==> config.mk <==
export PLATFORM = sky130hd
export DESIGN_NAME = multitap_tp_n
export DESIGN_NICKNAME = d
export VERILOG_FILES = /design/src/rtl/multitap_pkg.sv /design/src/rtl/multitap_tp_n_nibble_mux.sv /design/src/rtl/multitap_tp_n.sv
export SDC_FILE = /design/constraint.sdc
export NUM_CORES = 1
export LEC_CHECK = 0
export BUFFER_PORTS_ARGS = -buffer_cell sky130_fd_sc_hd__buf_4
export CELL_PAD_IN_SITES_DETAIL_PLACEMENT = 0
export CELL_PAD_IN_SITES_GLOBAL_PLACEMENT = 1
export CORE_MARGIN = 3
export CORE_UTILIZATION = 47
export CTS_CLUSTER_SIZE = 40
export DETAILED_ROUTE_END_ITERATION = 12
export GPL_ROUTABILITY_DRIVEN = 0
export PLACE_DENSITY = 0.83
export SLEW_MARGIN = 20
export SYNTH_ARGS = -nofsm -noshare
export SYNTH_HDL_FRONTEND = slang
export SYNTH_SLANG_ARGS = --single-unit
==> constraint.sdc <==
create_clock -name CLK -period 6.4 [get_ports CLK]
set_input_delay 0.32 -clock CLK [delete_from_list [all_inputs] [get_ports CLK]]
set_output_delay 0.32 -clock CLK [all_outputs]
set_load 0.02 [all_outputs]
==> src/rtl/multitap_pkg.sv <==
// Shared types and encodings for the Team Player-style multitap serializer.
package multitap_pkg;

  typedef enum logic [1:0] {
    PT_3BTN = 2'b00,
    PT_6BTN = 2'b01,
    PT_NONE = 2'b10
  } pad_type_t;

  typedef enum logic [1:0] {
    ST_IDLE,
    ST_SEQ,
    ST_ABORT
  } state_t;

  // Bit positions inside one pad's 12-bit BUTTONS slice.
  localparam int BTN_UP    = 0;
  localparam int BTN_DOWN  = 1;
  localparam int BTN_LEFT  = 2;
  localparam int BTN_RIGHT = 3;
  localparam int BTN_A     = 4;
  localparam int BTN_B     = 5;
  localparam int BTN_C     = 6;
  localparam int BTN_START = 7;
  localparam int BTN_MODE  = 8;
  localparam int BTN_X     = 9;
  localparam int BTN_Y     = 10;
  localparam int BTN_Z     = 11;

  localparam logic [3:0] HDR_NIB0  = 4'h3;
  localparam logic [3:0] HDR_NIB1  = 4'hF;
  localparam logic [3:0] HDR_NIB2  = 4'h0;
  localparam logic [3:0] HDR_NIB3  = 4'h0;
  localparam logic [3:0] IDLE_NIB  = 4'h3;
  localparam logic [3:0] EMPTY_NIB = 4'hF;

  // Both 1x codes mean "no pad attached".
  function automatic pad_type_t decode_type(input logic [1:0] code);
    if (code[1])      return PT_NONE;
    else if (code[0]) return PT_6BTN;
    else              return PT_3BTN;
  endfunction

  function automatic logic [3:0] type_nibble(input pad_type_t t);
    case (t)
      PT_3BTN: return 4'h0;
      PT_6BTN: return 4'h1;
      default: return 4'hF;
    endcase
  endfunction

  function automatic logic [1:0] pad_len(input pad_type_t t);
    case (t)
      PT_3BTN: return 2'd2;
      PT_6BTN: return 2'd3;
      default: return 2'd0;
    endcase
  endfunction

endpackage

==> src/rtl/multitap_tp_n_nibble_mux.sv <==
// Combinational map from read index to port nibble, using the frozen snapshot.
module tp_nibble_mux
  import multitap_pkg::*;
#(
  parameter int PADS = 4,
  parameter int IW   = 5
) (
  input  logic [IW-1:0]            idx,
  input  logic [PADS*12-1:0]       buttons,
  input  logic [PADS*2-1:0]        types,
  input  logic [PADS-1:0][IW-1:0]  offs,
  input  logic [IW-1:0]            len,
  output logic [3:0]               nib
);

  always_comb begin
    pad_type_t   t;
    logic [11:0] b;
    logic [IW-1:0] k;
    // NOTE: every variable written here gets a default first so no latch is inferred.
    nib = EMPTY_NIB;
    t   = PT_NONE;
    b   = '0;
    k   = '0;
    if (idx < IW'(4)) begin
      case (idx[1:0])
        2'd0:    nib = HDR_NIB0;
        2'd1:    nib = HDR_NIB1;
        2'd2:    nib = HDR_NIB2;
        default: nib = HDR_NIB3;
      endcase
    end else if (idx < IW'(4 + PADS)) begin
      for (int p = 0; p < PADS; p++)
        if (idx == IW'(4 + p)) nib = type_nibble(decode_type(types[2*p +: 2]));
    end else if (idx < len) begin
      // Absent pads have zero length, so their offset window never matches.
      for (int p = 0; p < PADS; p++) begin
        t = decode_type(types[2*p +: 2]);
        if (idx >= offs[p] && idx < offs[p] + IW'(pad_len(t))) begin
          b = buttons[12*p +: 12];
          k = idx - offs[p];
          if (k == IW'(0))
            nib = ~{b[BTN_RIGHT], b[BTN_LEFT], b[BTN_DOWN], b[BTN_UP]};
          else if (k == IW'(1))
            nib = ~{b[BTN_START], b[BTN_A], b[BTN_C], b[BTN_B]};
          else
            nib = ~{b[BTN_MODE], b[BTN_X], b[BTN_Y], b[BTN_Z]};
        end
      end
    end
  end

endmodule

==> src/rtl/multitap_tp_n.sv <==
// Multitap serializer: TH/TR/TL handshake FSM, snapshot, data offsets and timeout.
module multitap_tp_n
  import multitap_pkg::*;
#(
  parameter int PADS        = 4,
  parameter int TIMEOUT_CYC = 1024
) (
  input  logic               CLK,
  input  logic               RESET,
  input  logic               CE,
  input  logic               TH_IN,
  input  logic               TR_IN,
  input  logic [PADS*12-1:0] BUTTONS,
  input  logic [PADS*2-1:0]  PAD_TYPE,
  output logic [3:0]         DOUT,
  output logic               TL_OUT,
  output logic               BUSY
);

  localparam int IW = $clog2(4 + 4*PADS + 1);
  localparam int CW = $clog2(TIMEOUT_CYC + 1);

  state_t              state;
  logic                th_q, tr_q;
  logic [IW-1:0]       idx;
  logic [CW-1:0]       cnt;
  logic [PADS*12-1:0]  snap_buttons;
  logic [PADS*2-1:0]   snap_types;
  logic [PADS-1:0][IW-1:0] offs_d, offs_q;
  logic [IW-1:0]       len_d, len_q;
  logic [IW-1:0]       idx_inc;
  logic [CW-1:0]       cnt_inc;
  logic [3:0]          nib_next;
  logic                th_rise, th_fall, tr_edge;

  assign th_rise = TH_IN & ~th_q;
  assign th_fall = ~TH_IN & th_q;
  assign tr_edge = TR_IN ^ tr_q;
  assign idx_inc = (idx == len_q) ? idx : idx + IW'(1);
  assign cnt_inc = cnt + CW'(1);

  // Prefix sums of per-pad lengths give each pad's first data index.
  always_comb begin
    logic [IW-1:0] acc;
    // NOTE: blocking assignments here build a running sum; clocked state uses <= only.
    acc = IW'(4 + PADS);
    for (int p = 0; p < PADS; p++) begin
      offs_d[p] = acc;
      acc = acc + IW'(pad_len(decode_type(snap_types[2*p +: 2])));
    end
    len_d = acc;
  end

  tp_nibble_mux #(.PADS(PADS), .IW(IW)) u_mux (
    .idx     (idx_inc),
    .buttons (snap_buttons),
    .types   (snap_types),
    .offs    (offs_q),
    .len     (len_q),
    .nib     (nib_next)
  );

  // th_q resets low so a TH already low at release is not seen as a falling edge.
  always_ff @(posedge CLK or posedge RESET) begin
    if (RESET) begin
      // NOTE: the snapshot and offset registers are plain flops, so they take a reset value too.
      state        <= ST_IDLE;
      th_q         <= 1'b0;
      tr_q         <= 1'b0;
      idx          <= '0;
      cnt          <= '0;
      snap_buttons <= '0;
      snap_types   <= '0;
      offs_q       <= '0;
      len_q        <= '0;
      DOUT         <= IDLE_NIB;
      TL_OUT       <= 1'b1;
      BUSY         <= 1'b0;
    end else if (CE) begin
      th_q   <= TH_IN;
      tr_q   <= TR_IN;
      offs_q <= offs_d;
      len_q  <= len_d;
      if (th_rise) begin
        state  <= ST_IDLE;
        DOUT   <= IDLE_NIB;
        TL_OUT <= 1'b1;
        BUSY   <= 1'b0;
      end else begin
        case (state)
          ST_IDLE: if (th_fall) begin
            state        <= ST_SEQ;
            snap_buttons <= BUTTONS;
            snap_types   <= PAD_TYPE;
            idx          <= '0;
            cnt          <= '0;
            DOUT         <= HDR_NIB0;
            TL_OUT       <= TR_IN;
            BUSY         <= 1'b1;
          end
          ST_SEQ: begin
            if (tr_edge) begin
              idx    <= idx_inc;
              cnt    <= '0;
              DOUT   <= nib_next;
              TL_OUT <= TR_IN;
            end else if (cnt_inc == CW'(TIMEOUT_CYC)) begin
              state  <= ST_ABORT;
              DOUT   <= EMPTY_NIB;
              TL_OUT <= 1'b1;
              BUSY   <= 1'b0;
            end else begin
              cnt <= cnt_inc;
            end
          end
          default: ;
        endcase
      end
    end
  end

endmodule

==> results.py, run 1 <==
metrics = {
    "worst_setup_path": {
        "crit_chain": "xor2_2 > nor4_4 > a21oi_1 > nor2_1 > inv_1 > ha_1 > a21o_1 > a21oi_1 > xnor2_1 > nor4_1 > mux2_2 > a41oi_1 > o32ai_1 > a41oi_1",
        "critPathSlowestCell": "nor4_1",
        "rrSetupSlack_ps": 1840,
        "cp-end-kind": "flop",
        "startpoint_type": "flop",
        "crit_buf_inv": 1,
        "required_ps": 6680,
        "crit_type": "reg -> reg",
        "critPathMaxStageDelay_ps": 720,
        "cp_max_fo": 8,
        "cp.arrival_ps": 4840,
        "critical_path.top_delay_family": "simple AND/OR/NAND/NOR gates",
    },
    "cts": {
        "clk_pin_slew_ps": 80,
        "tritoncts": "built",
        "clock_latency_ps": 360,
        "cts_setup_buffers": 0,
        "cts_root_buffer": "clkbuf_16",
        "cts.sinks": 97,
        "cts_buffers": 9,
        "clock_tree.htree_level_count": 3,
        "max-clock-path-buffers": 2,
    },
    "outcome": {
        "status": "completed",
    },
    "sta": {
        "fmax_mhz": 219,
        "rsz0062_at_grt": "false",
        "worst_pin_slew_ps": 903,
        "finalCritPeriodShare": 0.713,
        "report.final.setup_viol": 0,
        "setup_slack_ps": 1840,
        "whs_ps": 194,
        "fin_skew_ps": 12.1,
        "setup_tns_ps": 0,
        "final_max_slew_viol_count": 0,
        "slew_headroom": 0.398,
        "period_needed_ps": 4560,
        "hold_viol": 0,
    },
    "global_routing": {
        "grt_overflow": 0,
        "busiest_layer": "met2",
        "grt_use_met1": 0.280,
        "met2_usage": 0.365,
        "grt_antenna_before_repair": 0,
        "grt_util_met3": 0.0330,
        "grt_max_degree": 73,
        "grt_pass1_wl_um": 25000,
        "grt_pass1_vias": 5009,
        "grt_util_all_layers": 0.216,
    },
    "logic_synthesis": {
        "netlist_area_sq_um": 6320,
        "synth_seq_cells": 97,
        "postSynthAreaPerCell_sq_um": 10.3,
        "syn-num-nets": 727,
        "async_flop_share": 1.00,
        "synth_cell_types": 67,
        "seq_area_frac_synth": 0.385,
        "synthFlopType": "dfrtp_1",
        "yosys_warnings": 0,
        "syn_inst": 616,
        "synth_edf_count": 0,
    },
    "route": {
        "post_drt_wl_per_cell_um": 17.7,
        "routed_via_density": 5.65,
        "vias": 4836,
        "ant_nets": 0,
        "drtIter0Drc": 308,
        "drc": 0,
        "wl_um": 15200,
        "firstDrtPassIters": 5,
    },
    "die": {
        "die_x_um": 122,
        "initial_core_util": 0.491,
        "ioPinCount": 67,
        "rows": 41,
        "die-area_sq_um": 14900,
        "core_sq_um": 12900,
        "die_h_um": 122,
    },
    "flow_run": {
        "max_cap_violations": 0,
    },
    "finish": {
        "nNetsFinal": 790,
        "area_growth_pct": 14.8,
        "diodes": 0,
        "drive_above_1_share": 0.266,
        "final_cell_mix": "94 x dfrtp_1, 77 x mux2_2, 70 x buf_4, 51 x nand2_1, 44 x ha_1",
        "layout_commonest_cell": "dfrtp_1",
    },
    "min_path": {
        "hold_class": "in -> reg",
    },
    "power_and_ir_drop": {
        "power_density_nw_per_um2": 475,
        "peakVddDrop_v": 0.000210,
        "p_leak_nw": 3.30,
    },
    "placement": {
        "pre_cts_ws_ps": 1850,
        "hpwlAfterDp_um": 11600,
        "portBuffers": 66,
    },
}
==> routing by layer <==
layer,wire (um),up-vias,share of wire
met5,0,-,0
met4,276,0,0.018
met3,547,17,0.036
met2,7600,122,0.50
met1,6750,2352,0.44
li1,-,2345,-
==> registers in the layout, summed over array words and instances (netlist names) <==
signal,count
snap_buttons,48
cnt,11
offs_q,11
snap_types,8
idx,5
len_q,5
DOUT,4
state,2
TL_OUT,1
th_q,1
tr_q,1
==> what timing repair did <==
item                      CTS  global route
hold buffers                1             0
resized for setup           0             0
hold endpoints to repair   25             0
==> stage by stage <==
step / area, sq um / total power [W] / util / instances
final: 7260 / 0.00345 / 0.564 / 856
after global placement: 6970 / 0.00289 / 0.542 / 839
after detailed placement: 6970 / 0.00293 / 0.542 / 839
after floorplan: 6320 / 0.00247 / - / 616
after global routing: 7260 / 0.00373 / 0.564 / 856
after CTS: 7250 / 0.00345 / 0.563 / 856
==> cells in the mapped netlist (6+ instances only) <==
library cell	number	area [sq um]
inv_1	43	161
nor2b_1	15	93.8
xor2_1	10	87.6
a21oi_1	32	160
nand2_1	52	195
nand3_1	7	35.0
nand2b_1	7	43.8
o21ai_0	33	165
dfrtp_1	94	2350
o31ai_1	7	52.6
clkbuf_1	15	56.3
nor3_1	6	30.0
a21o_1	7	52.6
ha_1	44	551
xnor2_1	17	149
mux2i_1	11	110
a31oi_1	9	56.3
fa_1	6	120
mux2_2	77	867
nor2_1	34	128
==> cell type report <==
type | instances | area [sq um]
Tap cell | 172 | 215
Clock inverter | 4 | 30.0
Inverter | 45 | 176
Multi-Input combinational cell | 455 | 3630
Sequential cell | 97 | 2430
Clock buffer | 12 | 236
Timing Repair Buffer | 71 | 536
Fill cell | 1127 | 5620
==> final timing paths <==
kind                       depth (start not counted)          endpoint        startpoint
setup / recovery                                  14           DOUT[0]            idx[1]
hold / removal                                     2  snap_buttons[16]       BUTTONS[16]
setup reg to reg                                  14           DOUT[0]            idx[1]
hold reg to reg                                    1  snap_buttons[42]  snap_buttons[42]
max in group asynchronous                          4        offs_q[11]             RESET
min in group asynchronous                          3          state[0]             RESET
==> cells by family after synthesis <==
| group | count (synthesis) | synth area share |
|---|---|---|
| simple gates | 151 | 0.119 |
| compound gates | 135 | 0.145 |
| flops | 97 | 0.385 |
| mux | 90 | 0.162 |
| buf+inv | 64 | 0.0418 |
| fa+ha+maj | 51 | 0.108 |
| xor+xnor | 28 | 0.0400 |
==> power breakdown <==
group,internal [W],switching (W),total [W],leakage (nW)
Clock,0.000266,0.000244,0.000510,0.127
Sequential,0.000859,0.000195,0.00105,1.20
Combinational,0.000900,0.000982,0.00188,1.97
Total,0.00202,0.00142,0.00345,3.30
==> worst register-to-register path, cell delays in order (launching register included) <==
cell	delay (ps)
dfrtp_1	480
xor2_2	230
nor4_4	510
a21oi_1	220
nor2_1	410
inv_1	170
ha_1	360
a21o_1	190
a21oi_1	160
xnor2_1	80
nor4_1	720
mux2_2	420
a41oi_1	220
o32ai_1	100
a41oi_1	220
Note: power is estimated with default switching activity, not from simulation.
==> inputs of run 2 (changes only) <==
==> constraint.sdc (replaced) <==
create_clock -name CLK -period 4.5 [get_ports CLK]
set_input_delay 0.225 -clock CLK [delete_from_list [all_inputs] [get_ports CLK]]
set_output_delay 0.225 -clock CLK [all_outputs]
set_load 0.02 [all_outputs]
==> run 2 against run 1 <==
Effect of this change: sequential cell count is the same; first-iteration DRC count grew 14%; critical endpoint unchanged; clock skew is essentially flat; cell area grew 1.2%; critical path depth grew 1; register-to-register slack lost 1600 ps; global-route usage grew 0.34 points; highest routed layer unchanged; clock-buffer cell count shrank 3; via count grew 1.9%; sequential power grew 42%; largest power group unchanged.
==> results.py, run 2 (synthesis gave the netlist of run 1 again) <==
metrics = {
    "outcome": {
        "status": "completed",
    },
    "worst_setup_path": {
        "required_ps": 4780,
        "critPathMaxStageDelay_ps": 610,
        "crit_type": "reg -> reg",
        "startpoint_type": "flop",
        "critPathSlowestCell": "or4_4",
        "cp-end-kind": "flop",
        "cp.arrival_ps": 4570,
        "crit_chain": "xor2_2 > or4_4 > o21ai_4 > and2_4 > inv_1 > fa_1 > a21o_1 > a21oi_1 > xnor2_1 > nor4_2 > buf_4 > mux2_2 > a41oi_1 > o32ai_1 > a41oi_1",
        "cp_max_fo": 10,
        "crit_top_cell": "a41oi_1",
        "crit_buf_inv": 2,
        "critical_path.top_delay_family": "simple AND/OR/NAND/NOR gates",
    },
    "power_and_ir_drop": {
        "p_total_w": 0.00511,
        "power_density_nw_per_um2": 696,
        "swShare": 0.409,
        "peakVddDrop_v": 0.000372,
        "share_comb_of_total_power": 0.542,
        "netSwitchingPower_w": 0.00209,
        "pwr-share-clk": 0.166,
        "seqPwrFrac": 0.292,
        "p_leak_nw": 3.35,
        "power.internal_w": 0.00302,
    },
    "global_routing": {
        "grt_pass1_vias": 5103,
        "grt_pass1_wl_um": 25300,
        "grt_max_degree": 64,
        "grt_antenna_before_repair": 0,
        "grt_util_all_layers": 0.219,
        "grt_overflow": 0,
    },
    "sta": {
        "hold_viol": 0,
        "worst_pin_slew_ps": 807,
        "period_needed_ps": 4290,
        "fmax_mhz": 233,
        "final_max_slew_viol_count": 0,
        "fin_skew_ps": 12.0,
        "slew_headroom": 0.462,
        "report.final.setup_viol": 0,
        "rsz0062_at_grt": "false",
        "setup_slack_ps": 209,
        "setup_tns_ps": 0,
        "finalCritPeriodShare": 0.953,
    },
    "cts": {
        "clock_tree.htree_level_count": 3,
        "clk_pin_slew_ps": 70,
        "cts_root_buffer": "clkbuf_16",
        "cts_buffers": 9,
        "cts.sinks": 97,
        "tritoncts": "built",
        "max-clock-path-buffers": 2,
        "cts_setup_buffers": 0,
        "clock_latency_ps": 360,
    },
    "route": {
        "post_drt_wl_per_cell_um": 18.0,
        "ant_nets": 0,
        "drc": 0,
        "vias": 4927,
        "wl_um": 15500,
        "drtIter0Drc": 352,
        "routed_via_density": 5.73,
        "firstDrtPassIters": 5,
    },
    "flow_run": {
        "max_cap_violations": 0,
    },
    "finish": {
        "regMostFlops": "snap_buttons",
        "nFillCells": 1107,
        "area_growth_pct": 16.2,
        "diodes": 0,
        "multiInputGateArea_sq_um": 3630,
        "largest_reg_flops": 48,
        "layout_commonest_cell": "dfrtp_1",
        "nNetsFinal": 794,
        "top_regs": "snap_buttons: 48 flops, cnt: 11 flops, offs_q: 11 flops",
        "drive_above_1_share": 0.276,
        "layout.area.seq_sq_um": 2430,
        "final_cell_mix": "94 x dfrtp_1, 77 x mux2_2, 75 x buf_4, 51 x nand2_1, 44 x ha_1",
    },
    "min_path": {
        "hold_class": "in -> async",
    },
    "die": {
        "initial_core_util": 0.491,
        "ioPinCount": 67,
        "rows": 41,
        "core_sq_um": 12900,
        "die_x_um": 122,
        "die-area_sq_um": 14900,
        "die_h_um": 122,
    },
    "placement": {
        "portBuffers": 66,
        "pre_cts_ws_ps": 157,
        "hpwlAfterDp_um": 11700,
    },
}
run 2: cell types whose count changed in the layout (fill, tap and decap cells not counted), sizes merged:
cell         change
dlygate4sd3      -1
clkbuf           -3
clkinv           -1
buf              +5
clkinvlp         +1
inv              +1
bufinv           +2
run 2: layout make-up:
type	instances	area share
Inverter	45	0.0240
Timing Repair Buffer	75	0.0767
Sequential cell	97	0.331
Multi-Input combinational cell	455	0.495
Clock inverter	7	0.0136
Clock buffer	9	0.0307
Tap cell	172	0.0293
run 2: power groups by stage:
stage          Sequential, W  Clock, W  Combinational, W
2_1_floorplan        0.00143         0           0.00208
3_3_place_gp         0.00149         0           0.00263
3_5_place_dp         0.00151         0           0.00273
4_1_cts              0.00149  0.000863           0.00276
5_1_grt              0.00154  0.000906           0.00304
6_report             0.00149  0.000847           0.00277
run 2: timing repair:
| action | 4_1_cts | 5_1_grt |
|---|---|---|
| hold buffers | 0 | 0 |
| endpoints found under the hold margin | 0 | 0 |
| gates resized for setup | 0 | 1 |
| endpoints found under the setup margin | 0 | 2 |
run 2: final timing paths:
path | slack (ps) | to | from | cells past startpoint
worst max-delay path | 210 | DOUT[0] | idx[1] | 15
worst min-delay path | 30 | cnt[4] | RESET | 2
worst max register to register | 210 | DOUT[0] | idx[1] | 15
worst min register to register | 500 | snap_buttons[16] | snap_buttons[16] | 1
max in group asynchronous | 3450 | DOUT[0] | RESET | 3
min in group CLK | 90 | snap_buttons[19] | BUTTONS[19] | 2
run 2: metrics by stage:
step | cells | util | hold slack, ps | cell area (sq um)
after global routing | 860 | 0.570 | 84.4 | 7340
after global placement | 844 | 0.545 | 445 | 7010
after detailed placement | 844 | 0.545 | 445 | 7010
after floorplan | 616 | - | 346 | 6320
final | 860 | 0.570 | 26.5 | 7340
after CTS | 860 | 0.570 | 57.3 | 7340
run 2: per-layer routing:
| metal | wire (um) | track usage |
|---|---|---|
| met2 | 7610 | 0.372 |
| met1 | 6820 | 0.277 |
| met5 | 0 | 0 |
| met3 | 677 | 0.0362 |
| met4 | 391 | 0.0917 |
==> inputs of run 3 (changes only) <==
--- a/config.mk
+++ b/config.mk
@@ -8,7 +8,6 @@
 export BUFFER_PORTS_ARGS = -buffer_cell sky130_fd_sc_hd__buf_4
 export CELL_PAD_IN_SITES_DETAIL_PLACEMENT = 0
 export CELL_PAD_IN_SITES_GLOBAL_PLACEMENT = 1
-export CORE_MARGIN = 3
 export CORE_UTILIZATION = 47
 export CTS_CLUSTER_SIZE = 40
 export DETAILED_ROUTE_END_ITERATION = 12
==> run 3 against run 2 <==
Effect of this change: maximum frequency is 0.29% higher; via count is 1.1% higher; non-clock buffer count grew 3; highest routed layer unchanged.
==> results.py, run 3 (synthesis gave the netlist of run 1 again) <==
metrics = {
    "outcome": {
        "status": "completed",
    },
    "die": {
        "die-area_sq_um": 13900,
        "die_h_um": 118,
        "die_x_um": 118,
        "core_sq_um": 12900,
        "ioPinCount": 67,
        "initial_core_util": 0.491,
        "rows": 41,
    },
    "min_path": {
        "whs_path_depth": 2,
        "hold_class": "in -> reg",
    },
    "sta": {
        "report.final.setup_viol": 0,
        "period_needed_ps": 4280,
        "worst_pin_slew_ps": 707,
        "fmax_mhz": 234,
        "final_max_slew_viol_count": 0,
        "finalCritPeriodShare": 0.951,
        "rsz0062_at_grt": "false",
        "fin_skew_ps": 7.97,
        "whs_ps": 102,
        "hold_viol": 0,
        "setup_tns_ps": 0,
        "setup_slack_ps": 222,
        "slew_headroom": 0.528,
    },
    "route": {
        "routed_via_density": 5.77,
        "drtIter0Drc": 284,
        "wl_um": 15400,
        "ant_nets": 0,
        "vias": 4980,
        "firstDrtPassIters": 4,
        "drc": 0,
        "post_drt_wl_per_cell_um": 17.8,
    },
    "global_routing": {
        "grt_util_all_layers": 0.235,
        "grt_pass1_wl_um": 25800,
        "grt_max_degree": 57,
        "grt_pass1_vias": 5218,
        "grt_antenna_before_repair": 0,
        "grt_overflow": 0,
    },
    "worst_setup_path": {
        "rr_worst_depth": 15,
        "critPathSlowestCell": "or4_4",
        "required_ps": 4770,
        "crit_type": "reg -> reg",
        "startpoint_type": "flop",
        "crit_top_cell": "a41oi_1",
        "cp.arrival_ps": 4550,
        "cp_max_fo": 7,
        "cp-end-kind": "flop",
        "crit_chain": "xor2_2 > or4_4 > o21ai_4 > and2_4 > inv_1 > fa_1 > a21o_1 > a21oi_1 > xnor2_1 > nor4_2 > buf_4 > mux2_2 > a41oi_1 > o32ai_1 > a41oi_1",
        "critPathMaxStageDelay_ps": 610,
    },
    "cts": {
        "clock_tree.htree_level_count": 3,
        "clk_pin_slew_ps": 70,
        "max-clock-path-buffers": 2,
        "tritoncts": "built",
        "cts_buffers": 9,
        "cts_root_buffer": "clkbuf_16",
        "clock_latency_ps": 350,
        "cts.sinks": 97,
    },
    "finish": {
        "layout_commonest_cell": "dfrtp_1",
        "final_cell_mix": "94 x dfrtp_1, 77 x mux2_2, 77 x buf_4, 51 x nand2_1, 44 x ha_1",
        "nNetsFinal": 797,
        "drive_above_1_share": 0.278,
        "top_regs": "snap_buttons: 48 flops, cnt: 11 flops, offs_q: 11 flops",
        "area_growth_pct": 16.6,
        "diodes": 0,
        "largest_reg_flops": 48,
        "regMostFlops": "snap_buttons",
        "post-route-util": 0.572,
    },
    "placement": {
        "pre_cts_ws_ps": 146,
        "portBuffers": 66,
        "hpwlAfterDp_um": 11700,
    },
    "power_and_ir_drop": {
        "power_density_nw_per_um2": 699,
        "p_leak_nw": 3.37,
        "peakVddDrop_v": 0.000372,
    },
    "flow_run": {
        "max_cap_violations": 0,
    },
}
## run 3: cell count changes in the layout (fill, tap and decap cells not counted)
cell,delta
buf_4,+2
clkinvlp_4,-2
clkbuf_8,+1
clkinv_2,+1
dlygate4sd3_1,+1
inv_6,+1
inv_8,-1
## run 3: metrics by stage
stage                     area (sq um)  total power (W)  std cells
after detailed placement          7010          0.00424        844
final                             7370          0.00515        863
after global routing              7370          0.00553        863
after CTS                         7350          0.00512        861
after global placement            7010          0.00411        844
after floorplan                   6320          0.00351        616
## run 3: timing repair
| action | CTS | global route |
|---|---|---|
| endpoints found under the hold margin | 42 | 0 |
| gates resized for setup | 0 | 1 |
| setup endpoints to repair | 0 | 1 |
| setup buffers | 0 | 2 |
| hold buffers | 1 | 0 |
## run 3: critical path, delay by kind of cell, from the launching register on
| kind | cells | cell delay, ps |
|---|---|---|
| AO/OA/AOI/OAI | 6 | 1100 |
| XOR/XNOR | 2 | 320 |
| adder cells (fa/ha/maj) | 1 | 430 |
| buffers and inverters | 2 | 340 |
| flip-flops | 1 | 480 |
| multiplexers | 1 | 340 |
| AND/OR/NAND/NOR | 3 | 1180 |
## run 3: path summary, 6_finish.rpt
check                                  from          endpoint  slack, ps
min                             BUTTONS[24]  snap_buttons[24]        100
min reg2reg                snap_buttons[25]  snap_buttons[25]        500
max reg2reg                          idx[1]           DOUT[0]        220
min in group asynchronous             RESET  snap_buttons[26]        520
max in group asynchronous             RESET   snap_buttons[8]       2910
max                                  idx[1]           DOUT[0]        220
## run 3: power breakdown
part,switching [W],internal (W)
Sequential,0.000283,0.00122
Combinational,0.00147,0.00133
Clock,0.000348,0.000505
## run 3: final cells by class
class,instances,area [sq um]
clock buffer,10,239
clock inverter,6,87.6
fill,1165,5510
inverter,45,176
multi-input combinational,455,3630
sequential,97,2430
tap,172,215
timing repair buffer,78,588
## run 3: routing by layer
metal  share of wire  track usage  wire length, um
met2            0.50        0.400             7740
met4           0.022       0.0889              331
met1            0.43        0.288             6640
met3           0.044       0.0523              670
met5               0            0                0
